<file path="config.mk">
export PLATFORM = sky130hd
export DESIGN_NAME = fetch_controller
export DESIGN_NICKNAME = d
export VERILOG_FILES = /design/src/rtl/fetch_controller.sv
export SDC_FILE = /design/constraint.sdc
export NUM_CORES = 1
export LEC_CHECK = 0
export CORE_UTILIZATION = 35
export CTS_BUF_LIST = sky130_fd_sc_hd__clkbuf_4 sky130_fd_sc_hd__clkbuf_8
export DETAILED_ROUTE_END_ITERATION = 10
export PLACE_DENSITY_LB_ADDON = 0.25
export SLEW_MARGIN = 20
export SYNTH_ARGS = -nofsm -noshare
export SYNTH_HDL_FRONTEND = slang
export SYNTH_SLANG_ARGS = --single-unit
</file>
<file path="constraint.sdc">
create_clock -name Clock -period 3.8 [get_ports Clock]
set_clock_uncertainty 0.1 [all_clocks]
set_input_delay 0.76 -clock Clock [delete_from_list [all_inputs] [get_ports Clock]]
set_output_delay 0.76 -clock Clock [all_outputs]
set_load 0.01 [all_outputs]
</file>
<file path="src/rtl/fetch_controller.sv">
// rtl/fetch_controller.sv - two-byte instruction fetch sequencer feeding a 16-bit instruction register
// Owns the program counter; low byte is written first, then high byte, then Done pulses.
module fetch_controller #(
  parameter int A = 8
) (
  input  logic         Clock,
  input  logic         Reset,
  input  logic         Start,
  input  logic         PCLoad,
  input  logic [A-1:0] PCIn,
  input  logic         MemAck,
  input  logic [7:0]   MemData,
  output logic         MemRead,
  output logic [A-1:0] MemAddr,
  output logic [A-1:0] PCOut,
  output logic [7:0]   IRData,
  output logic         IRWrite,
  output logic         IRLH,
  output logic         Busy,
  output logic         Done
);

  typedef enum logic [1:0] {
    IDLE     = 2'd0,
    FETCH_LO = 2'd1,
    FETCH_HI = 2'd2,
    WRITE_HI = 2'd3
  } state_t;

  localparam logic [A-1:0] PC_ONE = {{(A-1){1'b0}}, 1'b1};

  state_t       state;
  logic [A-1:0] pc;

  assign PCOut   = pc;
  assign MemAddr = pc;
  assign Busy    = (state != IDLE);

  always_ff @(posedge Clock or posedge Reset) begin
    if (Reset) begin
      state   <= IDLE;
      pc      <= '0;
      MemRead <= 1'b0;
      IRData  <= 8'h00;
      IRWrite <= 1'b0;
      IRLH    <= 1'b0;
      Done    <= 1'b0;
    end else begin
      case (state)
        IDLE: begin
          Done    <= 1'b0;
          IRWrite <= 1'b0;
          // A PC load takes priority over a fetch request in the same cycle.
          if (PCLoad) begin
            pc <= PCIn;
          end else if (Start) begin
            MemRead <= 1'b1;
            state   <= FETCH_LO;
          end
        end
        FETCH_LO: begin
          IRWrite <= 1'b0;
          if (MemAck) begin
            IRData  <= MemData;
            IRWrite <= 1'b1;
            IRLH    <= 1'b0;
            pc      <= pc + PC_ONE;
            state   <= FETCH_HI;
          end
        end
        FETCH_HI: begin
          IRWrite <= 1'b0;
          if (MemAck) begin
            IRData  <= MemData;
            IRWrite <= 1'b1;
            IRLH    <= 1'b1;
            pc      <= pc + PC_ONE;
            MemRead <= 1'b0;
            state   <= WRITE_HI;
          end
        end
        WRITE_HI: begin
          // High-byte write is visible this cycle; Done marks the first IDLE cycle.
          IRWrite <= 1'b0;
          Done    <= 1'b1;
          state   <= IDLE;
        end
        default: begin
          state <= IDLE;
        end
      endcase
    end
  end

endmodule

</file>
==> impl_metrics.ini, run 1 <==
[synth]
synth_top_area_share_pct = 45.5
ys_seq_elements = 22
syn-instance-count = 113
syn_area_per_cell_sq_um = 10.7
yosys_warnings = 0
synth_area_leaders = dfrtp_1 45%, mux2_2 11%, ha_1 6.2%
netlist_area_sq_um = 1210
synth.distinct_cells = 31
synth_nets = 140
yosysSeqAreaShare_pct = 45.5
yosysTopAreaCell = dfrtp_1

[cells_and_area]
final_util_pct = 54.6
final_net_count = 183
stdcell_count = 199
antenna_cells = 0
drive_above_1_share_pct = 14.2
postLayoutCellArea_sq_um = 1730
final_common_cell = clkdlybuf4s50_1
regArea_sq_um = 551
final_cell_mix = 49 x clkdlybuf4s50_1, 22 x dfrtp_1, 12 x mux2_2
final.fill_count = 304
synthToLayoutAreaGrowth_pct = 43.2
multi_input_area_sq_um = 559

[timing]
slew_headroom_pct = 43.1
rsz0062_at_grt = no
final.setup.worst_slack_ns = 1.30
fin_crit_ns = 2.50
hold_violations = 0
maxSlewViolCount = 0
period_share_pct = 65.8
tns_ns = 0
fmax_ghz = 0.400
setup_viol = 0
tightest_slew_ns = 0.853
hold_slack_ns = 0.423

[outcome]
status = finished clean

[global_route]
antenna_found_initial = 0
globalRoute.totalOverflow = 0
grt_pass1_vias = 1034
grt_max_degree = 23
grtUsageTotal_pct = 16.0
grt_pass1_wl_mm = 4.41

[power_and_ir_drop]
powerDensity_nw_per_um2 = 943
clockPowerShare_pct = 10.9
p_leak_nw = 0.718
comb_power_share_pct = 60.3
seqPwrFrac_pct = 28.8
p_int_mw = 1.02
ir_worst_vdd_v = 0.000400
p_sw_mw = 0.611
finalPower_mw = 1.64
switching_share_pct = 37.4

[setup_path]
cp_top_family = buffers and inverters
path_class = reg -> out
start_kind = register
critical_path.cell_chain = inv_1, ha_1, inv_1, clkdlybuf4s50_1
crit_slowest_cell = clkdlybuf4s50_1
worstSetupEndpointType = primary output
required_ns = 2.94
crit_top_cell = inv_1
path_buf_inv = 3
cp_data_arrival_time_ns = 1.64
cp_max_fo = 4
cpPeakStageDelay_ns = 0.53

[detailed_routing]
drtIter0Drc = 46
drtAntennaViolNets = 0
vias = 1022
wl_per_cell_um = 13.6
wl_met3_um = 237
wl_met2_mm = 1.33
vias_per_cell = 5.14
top_layer_used = met4
drt-met1-wl_mm = 1.13
drc_errors = 0
postRouteWirelength_mm = 2.70
drt-pass1-iter-count = 4

[die]
die_area_sq_um = 3700
die_x_um = 60.8
row_count = 20
num_io_pins = 50
start_util_pct = 38.1
core_sq_um = 3180
die-height_um = 60.8

[cts]
hold_buffers = 0
clk_path_buf_depth = 2
clock_latency_ns = 0.31
cts_buffers = 3
htree_levels = 1
clk_pin_slew_ns = 0.12
post_cts_resized = 0
cts_root_buf = clkbuf_4
cts_tree = done
cts.sinks = 22
postCtsSetupRepairBufs = 0

[placement]
gp_congestion = 0.797
dp_slack_ns = 1.35
portBuffers = 49
place_inst = 195
place_area_sq_um = 1680
hpwl_mm = 2.04

[job]
drv_cap = 0

[min_path]
hold_path.class = reg -> reg
-- synthesized netlist by cell type --
cell type	count
o21a_1	1
ha_1	6
or3b_2	1
nor2_1	5
or3_4	1
o2bb2ai_1	1
and4_1	2
mux2_2	12
o221a_2	1
a21oi_1	5
o22ai_1	4
nor2_2	1
nand2_1	5
nand4_1	5
nand2_2	1
a22o_1	1
o21ai_0	4
a2bb2oi_1	3
nand3_1	1
nand3b_1	1
dfrtp_1	22
a211oi_1	1
nor2b_4	1
buf_2	3
or3_1	1
buf_4	8
o2111a_1	1
nor3b_1	2
or2_1	1
nor3_1	5
inv_1	7
-- power by group through the flow --
stage	sequential, mW	combinational, mW	clock (mW)
finish	0.472	0.985	0.178
global route	0.493	1.09	0.195
CTS	0.474	0.996	0.184
detailed placement	0.479	0.996	0
global placement	0.472	0.976	0
floorplan	0.506	0.588	0
-- routing by layer --
layer  up-vias  track usage [%]
li1        485                -
met1       491             19.4
met2        44             27.2
met3         2             4.05
met4         0             6.49
met5         -                0
-- registers in the layout, summed over array words and instances (netlist names) --
register,count
Done,1
IRData,8
IRLH,1
IRWrite,1
MemAddr,8
MemRead,1
state,2
-- worst paths after layout --
check                                     start                      to  slack, ns  cells after the start
setup / recovery           state[0]$_DFFE_PP0P_                    Busy       1.30                      4
hold / removal                 Done$_DFFE_PP0P_        Done$_DFFE_PP0P_       0.42                      1
setup reg to reg           state[0]$_DFFE_PP0P_  MemAddr[0]$_DFFE_PP0P_       1.80                      4
hold reg to reg                Done$_DFFE_PP0P_        Done$_DFFE_PP0P_       0.42                      1
max in group asynchronous                 Reset  MemAddr[3]$_DFFE_PP0P_       2.26                      2
min in group asynchronous                 Reset   IRData[1]$_DFFE_PP0P_       0.81                      2
-- cell type report --
type	instances	share of cell area (%)
clock inverter	1	1.73
clock buffer	3	1.30
inverter	7	1.52
multi-input combinational	73	32.3
sequential	22	31.7
tap	44	3.17
timing repair buffer	49	28.3
-- logic make-up (layout without fill, tap and decap cells) --
kind of cell / after synthesis / in the layout / share of synthesized area (%)
AND/OR/NAND/NOR: 33 / 33 / 16.3
AO/OA/AOI/OAI: 22 / 22 / 12.5
flip-flops: 22 / 22 / 45.5
buffers and inverters: 18 / 60 / 8.37
multiplexers: 12 / 12 / 11.2
adder cells (fa/ha/maj): 6 / 6 / 6.20
(Power assumes the default switching activity.)
==> run 2: changes to the inputs <==
Clock period 3.8 ns to 2.4 ns, I/O delays scaled along.
==> impl_metrics.ini, run 2 (synthesis results as in run 1) <==
[power_and_ir_drop]
p_sw_mw = 0.971
clockPowerShare_pct = 11.0
powerDensity_nw_per_um2 = 1490
p_leak_nw = 0.728
ir_worst_vdd_v = 0.000507
switching_share_pct = 37.3
p_int_mw = 1.63
seqPwrFrac_pct = 28.7
finalPower_mw = 2.60
comb_power_share_pct = 60.4

[timing]
tightest_slew_ns = 0.530
period_share_pct = 92.6
slew_headroom_pct = 64.7
fin_crit_ns = 2.22
setup_viol = 0
fmax_ghz = 0.450
rsz0062_at_grt = no
maxSlewViolCount = 0
hold_violations = 0
tns_ns = 0

[global_route]
antenna_found_initial = 0
grt_busiest_layer = met2
grt_pass1_wl_mm = 4.44
grt_util_met3_pct = 4.90
met1_usage_pct = 18.4
grt_pass1_vias = 1068
globalRoute.totalOverflow = 0
grt_max_degree = 23
met2_usage_pct = 29.7
grtUsageTotal_pct = 16.2

[die]
core_sq_um = 3180
num_io_pins = 50
die_x_um = 60.8
die_area_sq_um = 3700
start_util_pct = 38.1
row_count = 20
die-height_um = 60.8

[cts]
postCtsSetupRepairBufs = 0
cts_root_buf = clkbuf_4
cts_tree = done
hold_buffers = 0
clk_path_buf_depth = 2
clock_latency_ns = 0.31
clk_pin_slew_ns = 0.13
cts.sinks = 22
htree_levels = 1
post_cts_resized = 0
cts_buffers = 3

[cells_and_area]
final_net_count = 185
drive_above_1_share_pct = 15.3
antenna_cells = 0
synthToLayoutAreaGrowth_pct = 44.4
stdcell_count = 201
final_cell_mix = 49 x clkdlybuf4s50_1, 22 x dfrtp_1, 12 x mux2_2
final_common_cell = clkdlybuf4s50_1

[setup_path]
worstSetupEndpointType = primary output
path_class = reg -> out
required_ns = 1.82
r2r_slack_ns = 0.42
reg2reg_depth = 4
start_kind = register
cp_max_fo = 4
crit_end = Busy
crit_path_start = state[0]$_DFFE_PP0P_
cp_data_arrival_time_ns = 1.64
reg2reg_to = MemAddr[0]$_DFFE_PP0P_
timing.rr.start = state[0]$_DFFE_PP0P_

[detailed_routing]
vias = 1024
postRouteWirelength_mm = 2.75
drtIter0Drc = 65
vias_per_cell = 5.09
wl_per_cell_um = 13.7
drc_errors = 0
drtAntennaViolNets = 0
drt-pass1-iter-count = 4

[job]
drv_cap = 0

[min_path]
hold_path.class = in -> async

[placement]
place_inst = 197
gp_congestion = 0.862
portBuffers = 49
hpwl_mm = 2.01

[outcome]
status = finished clean
[run 2: power groups by stage]
| stage | Combinational, mW | Clock (mW) | Sequential [mW] |
|---|---|---|---|
| 6_report | 1.57 | 0.285 | 0.746 |
| 5_1_grt | 1.72 | 0.313 | 0.779 |
| 4_1_cts | 1.58 | 0.292 | 0.751 |
| 3_5_place_dp | 1.58 | 0 | 0.759 |
| 3_3_place_gp | 1.56 | 0 | 0.748 |
| 2_1_floorplan | 0.931 | 0 | 0.801 |
[run 2: through the flow]
| stage | util (%) | setup WS [ns] | instance area (sq um) | hold WS [ns] |
|---|---|---|---|---|
| floorplan | - | 0.661 | 1210 | 0.369 |
| global placement | 53.4 | 0.373 | 1700 | 0.389 |
| detailed placement | 53.4 | 0.333 | 1700 | 0.396 |
| CTS | 55.0 | 0.160 | 1750 | 0.401 |
| global route | 55.0 | 0.0800 | 1750 | 0.446 |
| finish | 55.0 | 0.178 | 1750 | 0.394 |
[run 2: cell type report]
type,count,area [sq um]
Sequential cell,22,551
Tap cell,44,55.1
Fill cell,297,1430
Inverter,7,26.3
Timing Repair Buffer,51,505
Clock inverter,1,30.0
Clock buffer,3,22.5
Multi-Input combinational cell,73,559
[run 2: worst max-delay path, cell delays in order, from the launching register on]
cell and delay (ns):
dfrtp_1 0.41, inv_1 0.09, ha_1 0.25, inv_1 0.07
clkdlybuf4s50_1 0.53
[run 2: routing by layer]
layer | share of wire, % | wire [um]
met5 | 0 | 0
met4 | 0.36 | 10
met3 | 8.4 | 231
met2 | 48 | 1310
met1 | 43 | 1190
[run 2: worst min path at each step]
stage	from	end	slack, ns	cells past startpoint
final	Reset	Done$_DFFE_PP0P_	0.39	3
after floorplan	Reset	Done$_DFFE_PP0P_	0.37	1
after global routing	IRData[1]$_DFFE_PP0P_	IRData[1]$_DFFE_PP0P_	0.45	1
after CTS	Reset	IRData[2]$_DFFE_PP0P_	0.40	3
after global placement	IRData[5]$_DFFE_PP0P_	IRData[5]$_DFFE_PP0P_	0.39	1
after detailed placement	IRData[1]$_DFFE_PP0P_	IRData[1]$_DFFE_PP0P_	0.40	1
==> run 3: changes to the inputs <==
Settings changed: SLEW_MARGIN 20 to not set.
==> results of run 3 <==
No change in the layout: final DEF, timing and power equal those of run 2.
